[src/rtl/jt4701_pkg.sv]
// Shared types and constants for the jt4701 quadrature-counter poller.
package jt4701_pkg;

  localparam int CNT_W = 12;

  typedef enum logic [3:0] {
    ST_IDLE,
    ST_START,
    ST_XL1,
    ST_XH,
    ST_XL2,
    ST_YL1,
    ST_YH,
    ST_YL2,
    ST_DONE,
    ST_CLR
  } state_e;

  // Byte-select encodings as {xn_y, uln}
  localparam logic [1:0] SEL_XL = 2'b00;
  localparam logic [1:0] SEL_XH = 2'b01;
  localparam logic [1:0] SEL_YL = 2'b10;
  localparam logic [1:0] SEL_YH = 2'b11;

endpackage

[src/rtl/jt4701_poll_axis.sv]
// One axis of the poller: L1/H/L2 byte latches, carry-race detection and the
// snapshot/delta registers.
module jt4701_poll_axis
  import jt4701_pkg::*;
(
  input  logic             clk,
  input  logic             rst,
  input  logic [7:0]       dout_i,
  input  logic             ld_l1_i,
  input  logic             ld_h_i,
  input  logic             ld_l2_i,
  input  logic             commit_i,
  input  logic             clear_i,
  output logic             carry_o,
  output logic [CNT_W-1:0] cnt_o,
  output logic [CNT_W-1:0] d_o
);

  // Only the MSB of L1 matters: a flip between L1 and L2 means a carry may have hit H
  logic             l1_msb_q;
  logic [3:0]       h_q;
  logic [7:0]       l2_q;
  logic [CNT_W-1:0] cnt_q;
  logic [CNT_W-1:0] d_q;
  logic [CNT_W-1:0] new_s;

  assign carry_o = dout_i[7] ^ l1_msb_q;
  // The Y axis commits on the same edge its L2 byte arrives, so take it live
  assign new_s   = {h_q, (ld_l2_i ? dout_i : l2_q)};

  always_ff @(posedge clk or posedge rst) begin
    if (rst) begin
      l1_msb_q <= 1'b0;
      h_q      <= 4'd0;
      l2_q     <= 8'd0;
      cnt_q    <= '0;
      d_q      <= '0;
    end else begin
      if (ld_l1_i) l1_msb_q <= dout_i[7];
      if (ld_h_i)  h_q      <= dout_i[3:0];
      if (ld_l2_i) l2_q     <= dout_i;
      if (clear_i) begin
        cnt_q <= '0;
        d_q   <= '0;
      end else if (commit_i) begin
        cnt_q <= new_s;
        d_q   <= new_s - cnt_q;
      end
    end
  end

  assign cnt_o = cnt_q;
  assign d_o   = d_q;

endmodule

[src/rtl/jt4701_poller.sv]
// Scan controller for the uPD4701A-compatible counter: carry-safe byte reads,
// coherent X/Y snapshots with deltas, buttons, and scan-safe counter clears.
module jt4701_poller
  import jt4701_pkg::*;
#(
  parameter int DOUT_LAT  = 2,
  parameter int AUTO_CF   = 1,
  parameter int MAX_RETRY = 2
) (
  input  logic             clk,
  input  logic             rst,
  input  logic             trig_i,
  input  logic             clr_x_i,
  input  logic             clr_y_i,
  input  logic [7:0]       dout_i,
  input  logic             cfn_i,
  input  logic             sfn_i,
  output logic             csn_o,
  output logic             uln_o,
  output logic             xn_y_o,
  output logic             x_rst_o,
  output logic             y_rst_o,
  output logic [CNT_W-1:0] cnt_x_o,
  output logic [CNT_W-1:0] cnt_y_o,
  output logic [CNT_W-1:0] dx_o,
  output logic [CNT_W-1:0] dy_o,
  output logic [2:0]       btn_o,
  output logic             busy_o,
  output logic             valid_o
);

  localparam logic [3:0] LAT       = 4'(DOUT_LAT);
  localparam logic [3:0] RETRY_MAX = 4'(MAX_RETRY);
  localparam bit         AUTO      = (AUTO_CF != 0);

  state_e     state_q, state_d;
  logic [3:0] wait_q, wait_d, retry_q, retry_d;
  logic [1:0] sel_q, sel_d;
  logic       csn_q, csn_d, busy_q, busy_d, valid_q, valid_d;
  logic       x_rst_q, x_rst_d, y_rst_q, y_rst_d;
  logic [2:0] btn_q, btn_d, btn_raw_q, btn_raw_d;
  logic       trig_prev_q, pend_trig_q, pend_trig_d;
  logic       pend_cx_q, pend_cx_d, pend_cy_q, pend_cy_d;
  logic       sample_s, trig_rise_s, commit_s;
  logic       x_ld_l1_s, x_ld_h_s, x_ld_l2_s, x_clear_s, x_carry_s;
  logic       y_ld_l1_s, y_ld_h_s, y_ld_l2_s, y_clear_s, y_carry_s;

  assign sample_s    = (wait_q == LAT);
  assign trig_rise_s = trig_i & ~trig_prev_q;

  always_comb begin
    state_d     = state_q;
    wait_d      = wait_q;
    retry_d     = retry_q;
    sel_d       = sel_q;
    csn_d       = csn_q;
    busy_d      = busy_q;
    valid_d     = 1'b0;
    x_rst_d     = 1'b0;
    y_rst_d     = 1'b0;
    btn_d       = btn_q;
    btn_raw_d   = btn_raw_q;
    pend_trig_d = pend_trig_q | trig_rise_s;
    pend_cx_d   = pend_cx_q | clr_x_i;
    pend_cy_d   = pend_cy_q | clr_y_i;
    commit_s    = 1'b0;
    x_ld_l1_s   = 1'b0;
    x_ld_h_s    = 1'b0;
    x_ld_l2_s   = 1'b0;
    y_ld_l1_s   = 1'b0;
    y_ld_h_s    = 1'b0;
    y_ld_l2_s   = 1'b0;
    x_clear_s   = 1'b0;
    y_clear_s   = 1'b0;

    if (state_q inside {ST_XL1, ST_XH, ST_XL2, ST_YL1, ST_YH, ST_YL2}) begin
      wait_d = sample_s ? 4'd0 : wait_q + 4'd1;
    end

    case (state_q)
      ST_IDLE: begin
        // Clears take priority over a pending scan
        if (pend_cx_q || pend_cy_q) begin
          state_d   = ST_CLR;
          x_rst_d   = pend_cx_q;
          y_rst_d   = pend_cy_q;
          pend_cx_d = clr_x_i;
          pend_cy_d = clr_y_i;
        end else if (pend_trig_q || (AUTO && !cfn_i)) begin
          state_d     = ST_START;
          csn_d       = 1'b0;
          busy_d      = 1'b1;
          pend_trig_d = trig_rise_s;
        end
      end
      ST_CLR: begin
        state_d   = ST_IDLE;
        x_clear_s = x_rst_q;
        y_clear_s = y_rst_q;
      end
      ST_START: begin
        state_d = ST_XL1;
        sel_d   = SEL_XL;
        wait_d  = 4'd0;
        retry_d = 4'd0;
      end
      ST_XL1: if (sample_s) begin
        x_ld_l1_s = 1'b1;
        state_d   = ST_XH;
        sel_d     = SEL_XH;
      end
      ST_XH: if (sample_s) begin
        x_ld_h_s = 1'b1;
        state_d  = ST_XL2;
        sel_d    = SEL_XL;
      end
      ST_XL2: if (sample_s) begin
        x_ld_l2_s = 1'b1;
        if (x_carry_s && (retry_q < RETRY_MAX)) begin
          x_ld_l1_s = 1'b1;
          retry_d   = retry_q + 4'd1;
          state_d   = ST_XH;
          sel_d     = SEL_XH;
        end else begin
          retry_d = 4'd0;
          state_d = ST_YL1;
          sel_d   = SEL_YL;
        end
      end
      ST_YL1: if (sample_s) begin
        y_ld_l1_s = 1'b1;
        state_d   = ST_YH;
        sel_d     = SEL_YH;
      end
      ST_YH: if (sample_s) begin
        y_ld_h_s  = 1'b1;
        btn_raw_d = ~dout_i[6:4];
        state_d   = ST_YL2;
        sel_d     = SEL_YL;
      end
      ST_YL2: if (sample_s) begin
        y_ld_l2_s = 1'b1;
        if (y_carry_s && (retry_q < RETRY_MAX)) begin
          y_ld_l1_s = 1'b1;
          retry_d   = retry_q + 4'd1;
          state_d   = ST_YH;
          sel_d     = SEL_YH;
        end else begin
          retry_d  = 4'd0;
          commit_s = 1'b1;
          btn_d    = btn_raw_q;
          valid_d  = 1'b1;
          csn_d    = 1'b1;
          busy_d   = 1'b0;
          state_d  = ST_DONE;
        end
      end
      ST_DONE: state_d = ST_IDLE;
      default: state_d = ST_IDLE;
    endcase
  end

  always_ff @(posedge clk or posedge rst) begin
    if (rst) begin
      state_q     <= ST_IDLE;
      wait_q      <= 4'd0;
      retry_q     <= 4'd0;
      sel_q       <= SEL_XL;
      csn_q       <= 1'b1;
      busy_q      <= 1'b0;
      valid_q     <= 1'b0;
      x_rst_q     <= 1'b0;
      y_rst_q     <= 1'b0;
      btn_q       <= 3'd0;
      btn_raw_q   <= 3'd0;
      trig_prev_q <= 1'b0;
      pend_trig_q <= 1'b0;
      pend_cx_q   <= 1'b0;
      pend_cy_q   <= 1'b0;
    end else begin
      state_q     <= state_d;
      wait_q      <= wait_d;
      retry_q     <= retry_d;
      sel_q       <= sel_d;
      csn_q       <= csn_d;
      busy_q      <= busy_d;
      valid_q     <= valid_d;
      x_rst_q     <= x_rst_d;
      y_rst_q     <= y_rst_d;
      btn_q       <= btn_d;
      btn_raw_q   <= btn_raw_d;
      trig_prev_q <= trig_i;
      pend_trig_q <= pend_trig_d;
      pend_cx_q   <= pend_cx_d;
      pend_cy_q   <= pend_cy_d;
    end
  end

  jt4701_poll_axis u_axis_x (
    .clk      (clk),
    .rst      (rst),
    .dout_i   (dout_i),
    .ld_l1_i  (x_ld_l1_s),
    .ld_h_i   (x_ld_h_s),
    .ld_l2_i  (x_ld_l2_s),
    .commit_i (commit_s),
    .clear_i  (x_clear_s),
    .carry_o  (x_carry_s),
    .cnt_o    (cnt_x_o),
    .d_o      (dx_o)
  );

  jt4701_poll_axis u_axis_y (
    .clk      (clk),
    .rst      (rst),
    .dout_i   (dout_i),
    .ld_l1_i  (y_ld_l1_s),
    .ld_h_i   (y_ld_h_s),
    .ld_l2_i  (y_ld_l2_s),
    .commit_i (commit_s),
    .clear_i  (y_clear_s),
    .carry_o  (y_carry_s),
    .cnt_o    (cnt_y_o),
    .d_o      (dy_o)
  );

  // sfn_i is the chip's switch-change flag; button state comes from the YH byte instead
  assign csn_o   = csn_q;
  assign uln_o   = sel_q[0];
  assign xn_y_o  = sel_q[1];
  assign x_rst_o = x_rst_q;
  assign y_rst_o = y_rst_q;
  assign btn_o   = btn_q;
  assign busy_o  = busy_q;
  assign valid_o = valid_q;

endmodule

[config.mk]
export PLATFORM = sky130hd
export DESIGN_NAME = jt4701_poller
export DESIGN_NICKNAME = d
export VERILOG_FILES = /design/src/rtl/jt4701_pkg.sv /design/src/rtl/jt4701_poll_axis.sv /design/src/rtl/jt4701_poller.sv
export SDC_FILE = /design/constraint.sdc
export NUM_CORES = 1
export LEC_CHECK = 0
export BUFFER_PORTS_ARGS = -buffer_cell sky130_fd_sc_hd__buf_2
export CAP_MARGIN = 5
export CORE_MARGIN = 4
export CORE_UTILIZATION = 60
export CTS_BUF_LIST = sky130_fd_sc_hd__clkbuf_4
export DETAILED_ROUTE_END_ITERATION = 10
export PLACE_DENSITY = 0.83
export SLEW_MARGIN = 10
export SYNTH_ARGS = -nofsm -noshare
export SYNTH_HDL_FRONTEND = slang
export SYNTH_SLANG_ARGS = --single-unit
[constraint.sdc]
create_clock -name clk -period 4.5 [get_ports clk]
set_input_delay 0 -clock clk [delete_from_list [all_inputs] [get_ports clk]]
set_output_delay 0 -clock clk [all_outputs]
set_load 0.02 [all_outputs]
Yosys cells after proc, flatten, opt, wreduce, memory -nomap -nowiden
Cells that the tools add are included.
{ "totals": {"register_bits": 103, "latch_bits": 0, "ram_bits": 0, "mem_bits_ro": 0, "in_bits": 15, "output_inout_bits": 58, "word_cells": 153, "n_memories": 0} }
{ "classes": {"addsub": 4, "multipliers": 0, "n_div": 0, "magnitude_cmp": 1, "n_eq_ne": 20, "shifts": 0, "n_mux": 75, "bitwise_logic": 9, "n_reduce_logical": 19} }
{ "ops": {"columns": ["op", "n"], "rows": [
  ["$mux 12", 8],
  ["$mux 4", 16],
  ["$mux 1", 33],
  ["$pmux 4 s8", 1],
  ["$sub 12x12->12", 2],
  ["$ne 2x2->1 const B", 9],
  ["$eq 4x3->1 const B", 4],
  ["$mux 2", 8],
  ["$mux 8", 2],
  ["$pmux 2 s7", 1],
  ["$eq 4x2->1 const B", 3],
  ["$pmux 4 s3", 1],
  ["$add 4x1->4 const B", 2],
  ["$pmux 1 s2", 4],
  ["$reduce_and 8->1", 1],
  ["$reduce_bool 2->1", 4],
  ["$reduce_and 7->1", 1],
  ["$reduce_bool 7->1", 1],
  ["$reduce_and 3->1", 2],
  ["$reduce_bool 6->1", 1],
  ["$reduce_and 5->1", 1],
  ["$eq 4x1->1 const B", 1],
  ["$eq 4x4->1 const B", 1],
  ["$logic_not 4->1", 1],
  ["14 further kinds", 20]
]} }

Longest topological paths before layout
Gate-level depths: netlist of the first run.
{ "logic_depth": {"depth_word": 7, "depth_mapped": 13, "depth_no_buf": 12} }

Cells and area by module
From an unflattened synthesis of the first run, not the netlist that was laid out.
{ "hier_totals": {"cells_unflattened": 540, "area_unflattened_um2": 5625.4} }
{ "by_module_without_submodules": {"columns": ["module", "n_inst", "cells_per_inst", "area_each_um2", "seq_area_each_um2"], "rows": [
  ["jt4701_poll_axis at u_axis_x", 1, 195, 2055.7, 925.9],
  ["jt4701_poll_axis at u_axis_y", 1, 194, 2034.5, 925.9],
  ["jt4701_poller", 1, 151, 1535.2, 726.9]
]} }

Least setup slack after synthesis of the first run
OpenSTA, ideal clock, no wires.
{ "synth_path": {"path_type": "register to register", "start": "reg wait_q[0]", "end": "reg u_axis_y.d_q[10], in the netlist u_axis_y.d_o[10]", "setup_time_ps": 124, "arrival_time_ps": 3347, "t_required_ps": 4376, "setup_slack_ps": 1029, "path_stages_with_launch": 14, "n_path_buf": 1, "period_less_slack_ps": 3471, "path_cell_list": "dfrtp_1 inv_1 ha_1 or3b_4 or3_4 clkbuf_1 mux2i_1 ha_1 fa_1 nand2b_1 a21oi_1 o21ai_0 o2111a_1 a211o_1"} }
{ "synth_via": {"elab_chain_cells": 7, "word_cells_on_any_way": 10, "classes_between": "1 x add/sub; 1 x eq/ne; 7 x mux; 1 x reduce/logical"} }
{ "synth_lines": {"columns": ["item", "line_no", "text"], "rows": [
  ["start, declared", "jt4701_poller.sv:37", "logic [3:0] wait_q, wait_d, retry_q, retry_d;"],
  ["start signal, assigned", "jt4701_poller.sv:182", "wait_q <= wait_d;"],
  ["$eq 4x2->1 (*)", "jt4701_poller.sv:48", "assign sample_s = (wait_q == LAT);"],
  ["$mux 1", "jt4701_poller.sv:141", "ST_YL2: if (sample_s) begin"],
  ["$mux 1", "jt4701_poller.sv:80", "case (state_q)"],
  ["$mux 8", "jt4701_poll_axis.sv:29", "assign new_s = {h_q, (ld_l2_i ? dout_i : l2_q)};"],
  ["$sub 12x12->12", "jt4701_poll_axis.sv:47", "d_q <= new_s - cnt_q;"],
  ["$mux 12", "jt4701_poll_axis.sv:45", "end else if (commit_i) begin"],
  ["$mux 12", "jt4701_poll_axis.sv:42", "if (clear_i) begin"],
  ["end signal, assigned", "jt4701_poll_axis.sv:47", null],
  ["end, declared", "jt4701_poll_axis.sv:24", "logic [CNT_W-1:0] d_q;"]
]} }
Every way passes the cells marked *; elsewhere a longest branch is shown, timed or not. The select of a mux whose other input is x is not followed.
A chain may end at the register's enable or synchronous reset.

Worst setup path in the final report of the first run
{ "layout_path": {"start": "reg wait_q[0]", "end": "reg u_axis_x.d_q[7], in the netlist u_axis_x.d_o[7]"} }
{ "layout_via": {"elab_chain_cells": 7, "word_cells_on_any_way": 10, "classes_between": "1 x add/sub; 1 x eq/ne; 7 x mux; 1 x reduce/logical"} }
{ "layout_lines": {"columns": ["item", "line_no", "text"], "rows": [
  ["$eq 4x2->1", "jt4701_poller.sv:48", null],
  ["$mux 1", "jt4701_poller.sv:117", "ST_XL2: if (sample_s) begin"],
  ["$mux 1", "jt4701_poller.sv:80", null],
  ["$mux 8", null, null],
  ["net u_axis_x.new_s[1]", "jt4701_poll_axis.sv:25", "logic [CNT_W-1:0] new_s;"],
  ["$sub 12x12->12", "jt4701_poll_axis.sv:47", null],
  ["$mux 12", "jt4701_poll_axis.sv:45", null],
  ["$mux 12", "jt4701_poll_axis.sv:42", null],
  ["end signal, assigned", "jt4701_poll_axis.sv:47", null],
  ["end, declared", "jt4701_poll_axis.sv:24", null]
]} }
The timed path passes the listed nets, and every way through them passes these cells. The select of a mux whose other input is x is not followed.

==> results list, run 1 <==
- Outcome: completed
- In this run the cell area measured after placement is 5680 um2.
* Count of H-tree levels built during CTS: 3
- Port Buffers: 71
- Die Area: 10300 um2
- For this run, the number of Yosys warnings is 0.
- Required @ worst endpoint: 4.85 ns
- The library cell used most frequently in the layout, excluding fill and tap cells, is dfrtp_1.
- Crit share post-route: 88.9%
- The final route contains 4276 vias.
* Clock transition time at the flip-flop clock pins of the worst setup and hold paths: 0.16 ns
* Worst setup skew after layout: 0.0193 ns
- Antenna fix cells: 0
* Sum of negative setup slack: 0 ns
- For this run, the total global-route usage over all layers was measured as 24.5%.
- Post-layout instance area: 5950 um2
* Layout cells sized above 1: 20.3%
- On the final layout, the worst hold slack is about 0.13 ns.
* Unrepaired setup endpoints after global routing: no
* Via count normalized by instance count: 5.94
- Summed over all layers, the routed wires come to about 12000 um.
- At the later pin of the worst-skew pair, clock insertion delay measures ~0.45 ns.
* Rows: 33
- Post-Place Setup Slack: 0.583 ns
- Post-synthesis instance total: 536
- STA puts the critical path data arrival time at 4.35 ns.
* Starting density of the core: 62.7%
- Routing usage on met1: between 30% and 40%
- Net count after synthesis: 578
- The worst pin sits at a relative slew slack of approximately half.
- Met3 track demand over resource: 2.96%
* Clock net sink count: 103
- Each instance of the synthesized netlist takes up on average a little under 10 um2.
- Timing would allow up to 250 MHz.
- The synthesized netlist occupies a cell area of 5250 um2.
* DRC violation total after the first TritonRoute iteration: 258
- Slew @ Worst Pin: 0.745 ns
- Count of endpoints failing setup in the final report: 0
- Among all flip-flop cells after synthesis, the most frequent one is dfrtp_1.
* Die outline height: 102 um
* Maxcap violations: 0
- The number of pins exceeding their max-slew limit in the final report is 0.
- Per-cell routed wire length: 16.5 um
* Seq cells post-synth: 103
- Final Core Density: 70.9%
* Remaining global-route overflow: 0
- At the end of the flow, the number of nets in the layout was 652.
* Depth of the most critical reg-to-reg path: 12
- In this run the clock root is driven by a clkbuf_4.
* Highest-utilization routing layer at the global route stage: met2
- The worst setup path is of the reg2reg kind.
- Leak: 2.96 nW
- Multi-input gate area in the final layout: ~2400 um2
- Number of synthesized flops with an enable pin: 0
- The congestion estimate from routability-driven global placement came to ~0.9.
* TritonCTS clock tree: done
* CP endpoint kind: flop
- Final Critical Period: 4.00 ns
- Die outline width: 102 um
- Yosys mapped the design onto 57 distinct sky130hd cell types.
- Detailed Routing Iterations Pass 1: 5
- The worst path meets setup with approximately 0.5 ns of slack.
- Met2 global-route usage: about two fifths
- The worst register-to-register path begins at wait_q[0]$_DFFE_PP0P_.
- Maximum number of buffers from clock root to sink: 2
- After synthesis, flip-flops and latches occupy 49.1% of the total area.
- Class of the worst hold path: in2async
* Drc violations: 0
- Initial antenna violation count: 0
* Biggest fanout along the worst timing path: 9
- In this run the critical register-to-register path is captured at u_axis_x.d_o[7]$_DFFE_PP0P_.
* Floorplan core area: 8380 um2
- Critical Path Source Type: flop
- Vias in the first global route: between 4000 and 5000
* Number of placed I/O pins: 73
* Pin count of the biggest net entering global routing: 62
* TritonCTS buffer count: 9
- The detail route stage leaves a number of antenna-violating nets equal to 0.
- Relative to the synthesized area, the layout overhead comes to 13.2%.
- Commonest cells after routing, fill and taps aside: dfrtp_1, nand2_1, buf_2
* Register Area: 2580 um2
- Final hold viol count: 0
- The worst-case IR drop observed on VDD is about 0.36 mV.
- The setup check on the worst reg-to-reg path leaves a slack of around 0.50 ns.
- The filler cells instantiated in the layout total 628.
- Fraction of synthesis flops using an asynchronous set or reset pin: 100%
* Hpwl dp: approximately 8400 um
- The first global-routing pass estimated 20200 um of wire.
- For this design the ratio of total power to cell area is 722 nW/um2.
==> sequential cells by signal (all words and copies together), names as in the netlist, 2 cells and up <==
name,flops
btn_o,3
btn_raw_q,3
retry_q,4
sel_q,2
state_q,4
u_axis_x.cnt_o,12
u_axis_x.d_o,12
u_axis_x.h_q,4
u_axis_x.l2_q,8
u_axis_y.cnt_o,12
u_axis_y.d_o,12
u_axis_y.h_q,4
u_axis_y.l2_q,8
wait_q,4
==> per-stage QoR <==
step	total power, mW	instances
2_1_floorplan	3.19	536
3_3_place_gp	3.69	691
3_5_place_dp	3.80	691
4_1_cts	4.29	720
5_1_grt	4.64	720
6_report	4.29	720
==> synthesized netlist by cell type, types with 4 or more instances <==
| library cell | number | area (um2) |
|---|---|---|
| dfrtp_1 | 102 | 2550 |
| nand2_1 | 78 | 293 |
| nand3_1 | 46 | 230 |
| o21ai_0 | 36 | 180 |
| inv_1 | 35 | 131 |
| mux2_2 | 26 | 293 |
| ha_1 | 25 | 313 |
| clkbuf_1 | 19 | 71.3 |
| a21oi_1 | 17 | 85.1 |
| nor2_1 | 14 | 52.6 |
| a21o_1 | 8 | 60.1 |
| nand2b_1 | 8 | 50.1 |
| nor3_1 | 8 | 40.0 |
| o31ai_1 | 8 | 60.1 |
| a22o_1 | 7 | 61.3 |
| and2_1 | 7 | 43.8 |
| nor2b_1 | 7 | 43.8 |
| xnor2_1 | 7 | 61.3 |
| o21a_1 | 5 | 37.5 |
| xor2_1 | 5 | 43.8 |
| and3_1 | 4 | 25.0 |
| buf_1 | 4 | 15.0 |
| nor4_1 | 4 | 25.0 |
| o211ai_1 | 4 | 30.0 |
==> layer usage <==
metal	vias to the layer above	wire length, um
li1	2038	-
met1	2096	5360
met2	127	5840
met3	15	517
met4	0	189
met5	-	0
==> critical path, cell delays in order (launching register included) <==
cell	delay, ns
dfrtp_1	0.45
inv_1	0.08
ha_1	0.15
or3b_4	0.41
or4_1	0.71
mux2i_1	0.40
inv_1	0.10
ha_1	0.29
nor2b_1	0.15
o2111ai_1	0.37
a21boi_0	0.21
or3_1	0.34
a32o_1	0.26
==> worst max path at each step <==
stage | end | from | cells after the start | slack [ns]
after floorplan | u_axis_y.d_o[10]$_DFFE_PP0P_ | wait_q[0]$_DFFE_PP0P_ | 13 | 1.03
after global placement | u_axis_x.d_o[7]$_DFFE_PP0P_ | wait_q[0]$_DFFE_PP0P_ | 12 | 0.75
after detailed placement | u_axis_x.d_o[7]$_DFFE_PP0P_ | wait_q[0]$_DFFE_PP0P_ | 12 | 0.58
after CTS | u_axis_x.d_o[7]$_DFFE_PP0P_ | wait_q[0]$_DFFE_PP0P_ | 12 | 0.54
after global routing | u_axis_x.d_o[7]$_DFFE_PP0P_ | wait_q[0]$_DFFE_PP0P_ | 12 | 0.26
final | u_axis_x.d_o[7]$_DFFE_PP0P_ | wait_q[0]$_DFFE_PP0P_ | 12 | 0.50
==> cell type report <==
cell class                      instances  area share, %
Sequential cell                       103           43.4
Multi-Input combinational cell        372           41.2
Timing Repair Buffer                   88           8.67
Inverter                               36           2.31
Tap cell                              105           2.21
Clock buffer                           10           1.26
Clock inverter                          6          0.989
==> cell families after synthesis <==
kind of cell / after synthesis / synth area share, %
XOR/XNOR: 12 / 2.00
AO/OA/AOI/OAI: 110 / 13.8
buffers and inverters: 61 / 4.41
adder cells (fa/ha/maj): 27 / 6.72
multiplexers: 29 / 6.14
AND/OR/NAND/NOR: 194 / 17.9
flip-flops: 103 / 49.1
==> power breakdown <==
| part | internal, mW | switching (mW) |
|---|---|---|
| logic | 0.918 | 1.34 |
| registers | 1.28 | 0.269 |
| clock network | 0.175 | 0.306 |
==> timing repair <==
item                                   CTS  global route
resized for setup                        0             0
setup buffers                            0             0
hold buffers                            13             0
endpoints found under the hold margin   86             0
Note: power is estimated with default switching activity, not from simulation.
==> run 2: changes to the inputs <==
ABC_AREA = 1   (was not set)
PLACE_DENSITY = 0.82   (was 0.83)
REMOVE_ABC_BUFFERS = 1   (was not set)
==> run 2 against run 1 <==
Critical path type unchanged. First-iteration DRC count grew 0.78%. Worst hold slack lost 0.065 ns. Wire length grew 4.9%. Sequential share of layout area shrank 1.7 points. Power shrank 15%. Critical endpoint is now u_axis_y.d_o[8]$_DFFE_PP0P_.
==> results list, run 2 <==
- Outcome: completed
- Capture instance of the worst register-to-register path: u_axis_y.d_o[8]$_DFFE_PP0P_
- Biggest area contributors in the synthesized netlist: dfrtp_1, nand2_1, inv_1
* Max frequency: 297 MHz
- Combinational power share: 50.4%
* Start point of the worst min-delay path: cfn_i
- Worst path arrival time: 3.72 ns
- In this run the cell area of the synthesized design comes to 5570 um2.
- Routability-driven placement finished with a final weighted congestion of 0.950.
- Wires add up to roughly 12000 um.
- Number of placed I/O pins: 73
- Buffers added to address setup during post-CTS repair amount to 0.
- Of the total power, the share spent switching nets is 45.6%.
- Detailed Routing Iterations Pass 1: 5
- STA classifies the critical path startpoint as a flop.
- The number of antenna violations at the first check in global routing came to 0.
- First-pass GRT wire length: 21900 um
- The most numerous cell type found on the critical path is nand2_1.
- Most frequently used cell type in the post-synthesis netlist: nand2_1
- Vias in the first global route: 4837
- Post-Place Setup Slack: about 1.2 ns
* Power per Cell Area: 591 nW/um2
- The clock arrives with 0.0341 ns of skew.
* Sequential fraction of the synthesis area: 46.3%
* Sum of buffers and inverters on the critical path: 3
- Pin count of the biggest net entering global routing: 58
* Antenna fix cells: 0
* Synth warn: 0
* Syn Area/Cell: 7.89 um2
- Class of the worst hold path: in2reg
- Clock root buffer: clkbuf_4
- In the final routed layout, each cell accounts on average for 13.9 um.
* Simple-gate portion of the synthesized area: 26.7%
- For this run, global-route usage on met1 was measured as a little under a third.
- From left edge to right edge, the die measures 104 um.
* Final hold viol count: 0
* Final setup slack of the worst path: 1.13 ns
- The cell family contributing the most delay on the critical path is simple AND/OR/NAND/NOR gates.
- Area fraction in compound gates after synthesis: 9.15%
- Of all nets on the critical path, the largest fanout is 17.
- Of the total synthesized cell area, the portion taken by full adders, half adders and majority gates is about 6.3%.
- Post-layout instance area: around 6200 um2
- Crit Path Class: reg2reg
- Setup violations remaining at the end of the flow were counted as 0.
- Most common cell after layout, fill and taps aside: nand2_1
* TritonCTS clock tree: done
- Measured against its own limit, the worst slew margin works out to a little over half.
* Final Critical Period: 3.37 ns
* Leak: 3.46 nW
- Once layout is complete, the cells apart from fillers number 899.
- Seq cells post-synth: approximately 100
- Die Area: about 11000 um2
- dfrtp_1 takes more of the synthesized area than any other cell.
* Number of instances resized during post-cts repair: 0
- Sum of negative setup slack: 0 ns
- In this run the deepest clock path goes through 2 buffers.
- The region available for standard cell placement spans 8890 um2.
- Hold depth: 7
- Measured along the y axis, the die boundary spans 104 um.
- Post-cts hold buffer count: 12
- Remaining global-route overflow: 0
- The initial utilization of the core area, before any placement, comes to about 63%.
- Layout cells sized above 1: approximately 14%
* Rows: 34
- For hold timing, the worst endpoint is state_q[1]$_DFFE_PP0P_.
- Via count: around 4800
- Of the post-synthesis cell area, the part taken by muxes is 0%.
- Share of power burned in registers: 36.6%
- The synthesized design contains 0 enable-type register cells.
* Dominant register cell in the synthesized netlist: dfrtp_1
* Share of the synthesized area in the top cell type: between 40% and 50%
- In this run, placement finished with an instance count of 872.
- Commonest cells after routing, fill and taps aside: nand2_1, inv_1, dfrtp_1
- Critical-path top delay cell: dfrtp_1
* Met2 global-route usage: 41.2%
* List of cells traversed by the critical path: inv_1, ha_1, nand3_1, inv_1, nand2_1, nand2_1, o21ai_0, ha_1, fa_1, inv_1, nand3_1, nand3_1, nand2_1, nand2_1, nor2_1, o21ai_0
- Crit share post-route: 74.8%
* Highest-utilization routing layer at the global route stage: met2
- Port Buffers: 71
- Switching Power: 1.67 mW
- In this design, the stage delay of the slowest critical-path cell is 0.44 ns.
- Drc violations: 0
* Number of nets at the end of the flow: ~830
- The internal power of the cells totals 1.99 mW.
* Max-slew violation total from the final report: 0
- Maxcap violations: 0
- Via count normalized by instance count: 5.33
- Count of H-tree levels built during CTS: 3
- In this run, the number of DRC markers left after iteration 0 of detailed routing was 260.
* Unrepaired setup endpoints after global routing: no
* Fraction of synthesis flops using an asynchronous set or reset pin: between 90% and 100%
- Number of distinct library cell variants in the gate-level netlist after synthesis: 30
* Worst-skew pair later-pin latency: 0.45 ns
- Global routing used 24.4% of the available tracks.
- The worst setup path is captured at a flop.
- Once detail routing completed, the nets flagged for antenna violations numbered 0.
- Slew @ Worst Pin: about 0.7 ns
- Hpwl dp: between 9000 and 10000 um
- The worst register-to-register path has a depth of 16.
- Clock transition time at the flip-flop clock pins of the worst setup and hold paths: around 0.15 ns
- Setup slack of the most critical reg-to-reg path: 1.13 ns
- Post-synthesis instance total: 706
- The area growth from synthesis to layout is 11.2%.
- By area, the combinational part of the netlist is dominated by simple AND/OR/NAND/NOR gates.
- Met3 track demand over resource: under 10%
* Required @ worst endpoint: 4.85 ns
* TritonCTS buffer count: 9
- Cell area after placement: 5940 um2
* Post-Synth XOR/XNOR Area: 1.73%
- Clock network fraction of design power: 12.9%
* Commonest cells in the netlist: nand2_1, inv_1, dfrtp_1, o21ai_0, nor2_1
- VDD sags by at most 0.273 mV.
- In this run the critical register-to-register path is launched from wait_q[0]$_DFFE_PP0P_.
- Clock net sink count: 103
==> run 2: per-layer routing <==
metal  wire (um)  up-vias
li1            -     2380
met1        5550     2258
met2        6100      127
met3         545       30
met4         294        0
met5           0        -
==> run 2: cell families (layout without fill, tap and decap cells) <==
| group | after synthesis | count (layout) |
|---|---|---|
| XOR/XNOR | 11 | 11 |
| adder cells (fa/ha/maj) | 27 | 27 |
| buffers and inverters | 123 | 208 |
| flip-flops | 103 | 103 |
| AND/OR/NAND/NOR | 345 | 345 |
| AO/OA/AOI/OAI | 97 | 97 |
==> run 2: cell type report <==
cell class              count  area [um2]
fillers                   738        2700
well taps                 108         135
multi-input cells         480        2440
flip-flops and latches    103        2580
repair buffers             84         483
clock buffers              10        75.1
inverters                 109         414
clock inverters             5        58.8
==> run 2: through the flow <==
stage	util [%]	power, mW	hold slack (ns)
floorplan	-	2.72	0.0314
global placement	66.8	3.12	0.0906
detailed placement	66.8	3.18	0.102
CTS	69.6	3.67	0.0458
global route	69.6	4.02	0.104
finish	69.6	3.66	0.0653
==> run 2: worst max-delay path by stage <==
stage | startpoint | end | slack [ns] | cells past startpoint
6_report | wait_q[0]$_DFFE_PP0P_ | u_axis_y.d_o[8]$_DFFE_PP0P_ | 1.13 | 16
5_1_grt | wait_q[0]$_DFFE_PP0P_ | u_axis_y.d_o[8]$_DFFE_PP0P_ | 0.88 | 16
4_1_cts | wait_q[0]$_DFFE_PP0P_ | u_axis_y.d_o[8]$_DFFE_PP0P_ | 1.16 | 16
3_5_place_dp | wait_q[0]$_DFFE_PP0P_ | u_axis_y.d_o[8]$_DFFE_PP0P_ | 1.22 | 16
3_3_place_gp | wait_q[0]$_DFFE_PP0P_ | u_axis_y.d_o[8]$_DFFE_PP0P_ | 1.38 | 17
2_1_floorplan | rst | btn_o[0]$_DFFE_PP0P_ | 1.80 | 1
==> run 2: power groups by stage <==
stage                     combinational [mW]  clock, mW  sequential, mW
after floorplan                         1.27          0            1.45
after global placement                  1.77          0            1.35
after detailed placement                1.82          0            1.36
after CTS                               1.84      0.485            1.34
after global routing                    2.12      0.526            1.37
final                                   1.84      0.473            1.34
==> run 2: worst register-to-register path: cells and delay by family, from the launching register on <==
kind	cells	cell delay, ns
AOI/OAI and AO/OA	2	0.35
buffers and inverters	3	0.42
and+or+nand+nor	8	1.22
adders and majority gates	3	0.85
DFF	1	0.44
==> run 3: changes to the inputs <==
ABC_AREA = 0   (was 1)
PLACE_DENSITY = 0.83   (was 0.82)
clock period = 3.4 ns   (was 4.5 ns; I/O delays follow)
==> run 3 against run 2 <==
Critical path type unchanged. Critical path depth fell by 3. Wire length rose by 9.4%. The flow now finishes with violations (negative setup slack). Sequential power rose by 51%. Maximum frequency fell by 1.5%. Largest cell class is now multi-input combinational cells.
==> results list, run 3 (synthesis results as in run 1) <==
- Outcome: complete, but fails checks
* Violations in the final reports: negative setup slack
- Clock transition time at the flip-flop clock pins of the worst setup and hold paths: roughly 0.17 ns
* Pin count of the biggest net entering global routing: 42
- Max frequency: between 200 and 300 MHz
- Fraction of power spent switching nets: between 40 and 50%
- Die Area: between 10000 and 15000 um2
* Remaining global-route overflow: 0
* Worst ir drop on vdd: 0.656 mV
- TritonCTS built the clock tree.
- The library cells used most frequently in the layout, excluding fill and tap cells, are dfrtp_1, nand2_1, buf_2.
- Post-Layout Cell Count: approximately 760
* Initial antenna violation count: 0
* Setup slack of the most critical reg-to-reg path: -0.02 ns
- Once the floorplan was initialized, standard cells occupied 62.7% of the core.
- Slew @ Worst Pin: 0.587 ns
- Critical Path Source Type: flop
- For the final routed database, the setup TNS stands at -0.0176 ns.
- Cell area after placement: 5970 um2
- The internal power of the cells totals 3.69 mW.
* CP endpoint kind: flop
* Required @ worst endpoint: 3.76 ns
- Final ANT Viol Nets: 0
* Crit share post-route: 101%
- Floorplan core area: 8380 um2
- Die outline width: approximately 100 um
- Final setup slack of the worst path: -0.0176 ns
- The number of pins exceeding their max-slew limit in the final report was 0.
- The first global-routing pass estimated approximately 22000 um of wire.
- Port Buffers: 71
- The analysis attributes to cell leakage a power of 3.18 nW.
* Final hold viol count: 0
- Global routing used a little over a quarter of the available tracks.
- Counting along the longest clock path gives a buffer depth of 2.
- The min-delay analysis places its worst path in the category in2async.
- The share of total power dissipated in the clock network is 10.0%.
- Routability-driven placement finished with a final weighted congestion of 0.998.
* Worst-skew pair later-pin latency: 0.46 ns
- At the end of the flow, the number of nets in the layout was 696.
* Antenna fix cells: 0
- Clock tree synthesis selected as its root buffer the cell clkbuf_4.
- Unrepaired setup endpoints after global routing: yes
- The floorplan step set the die height to a little over 100 um.
- Slew HR: 60.9%
- Across all layers, the routed design uses 4572 vias.
- Via count normalized by instance count: around 6
- Per-cell routed wire length: 17.9 um
- In the final layout, the share of cells above drive strength 1 is around 30%.
- Worst setup skew after layout: between 0.015 and 0.02 ns
- For the finished layout, the period the worst path requires is 3.42 ns.
- The via count of the first global-routing pass is ~4400.
* Final Core Density: a little under 80%
* Clock net sink count: 103
* Count of H-tree levels built during CTS: 3
* Drc violations: 0
* TritonCTS buffer count: 9
- The endpoint identified for the worst register-to-register timing path is u_axis_x.d_o[11]$_DFFE_PP0P_.
* Combinational power share: 59.3%
- The tool flagged a number of max-cap violations equal to 0.
- Setup violations remaining at the end of the flow were counted as 1.
- Row generation in the floorplan step produced 33 rows.
- DRC violation total after the first TritonRoute iteration: 290
- The setup path with the least slack is of type reg2reg.
- Post-layout instance area: 6510 um2
- Share of power burned in registers: 30.7%
- From synthesis to final layout, the design area changed by 23.8%.
* Wire length after detailed routing: 13700 um
* Instance count after placement with tap cells included: between 700 and 800
* Detailed Routing Iterations Pass 1: 5
* Number of placed I/O pins: between 70 and 80
- Switching Power: 2.93 mW
- Dividing total power by cell area gives a power density of 1020 nW/um2.
* Smallest hold slack: around 0.075 ns
- The number of cells on the worst reg-to-reg path is 13.
- Detailed placement ended at an HPWL of around 9000 um.
- Leaving out fill and tap cells, the most frequent cell in the layout is dfrtp_1.
- Biggest fanout along the worst timing path: 7
- Worst path arrival time: 3.78 ns
- Worst R2R Start: wait_q[0]$_DFFE_PP0P_
[run 3: worst max path at each step]
stage                                     start                      endpoint  slack [ns]  cells after the start
after detailed placement  wait_q[0]$_DFFE_PP0P_  u_axis_y.d_o[10]$_DFFE_PP0P_       -0.03                     12
after global routing      wait_q[0]$_DFFE_PP0P_  u_axis_x.d_o[11]$_DFFE_PP0P_       -0.15                     13
after global placement    wait_q[0]$_DFFE_PP0P_  u_axis_y.d_o[10]$_DFFE_PP0P_        0.03                     12
after CTS                 wait_q[0]$_DFFE_PP0P_   u_axis_x.d_o[7]$_DFFE_PP0P_        0.02                     13
after floorplan           wait_q[0]$_DFFE_PP0P_  u_axis_y.d_o[10]$_DFFE_PP0P_       -0.22                      8
final                     wait_q[0]$_DFFE_PP0P_  u_axis_x.d_o[11]$_DFFE_PP0P_       -0.02                     13
[run 3: power groups by stage]
stage | Sequential, mW | Clock, mW | Combinational (mW)
after floorplan | 2.30 | 0 | 1.89
after global placement | 2.00 | 0 | 3.21
after detailed placement | 2.03 | 0 | 3.31
after CTS | 2.01 | 0.666 | 3.44
after global routing | 2.08 | 0.718 | 4.27
final | 2.03 | 0.661 | 3.93
[run 3: cell type report]
class,count,area (um2)
multi-input combinational,372,2670
sequential,103,2580
timing repair buffer,132,850
inverter,36,138
clock inverter,6,66.3
tap,105,131
fill,556,1880
clock buffer,10,75.1
[run 3: timing repair]
item / 4_1_cts / 5_1_grt
hold buffers: 13 / 0
endpoints found under the hold margin: 71 / 0
resized for setup: 12 / 31
pin swaps: 4 / 9
setup buffers: 1 / 6
setup endpoints to repair: 7 / 12
[run 3: worst max-delay path, stage by stage (launching register included)]
cell and delay [ns]:
dfrtp_1 0.42, inv_1 0.06, ha_1 0.15, or3b_4 0.39, or4_4 0.58, mux2i_4 0.21
inv_1 0.08, ha_1 0.28, nor2b_1 0.24, o2111ai_2 0.19, buf_4 0.18, a21o_1 0.19
and4_1 0.19, o31ai_1 0.18
[run 3: through the flow]
stage                     setup WS, ns  power (mW)
final                          -0.0176        6.62
after global routing            -0.155        7.07
after CTS                       0.0179        6.12
after detailed placement       -0.0328        5.35
after global placement          0.0290        5.21
after floorplan                 -0.218        4.20
[run 3: routing by layer]
metal	routed length [um]	vias up	track usage, %
met5	0	-	0
met4	276	0	7.36
met3	831	27	4.55
met2	6830	194	44.7
met1	5730	2228	35.5
li1	-	2123	-
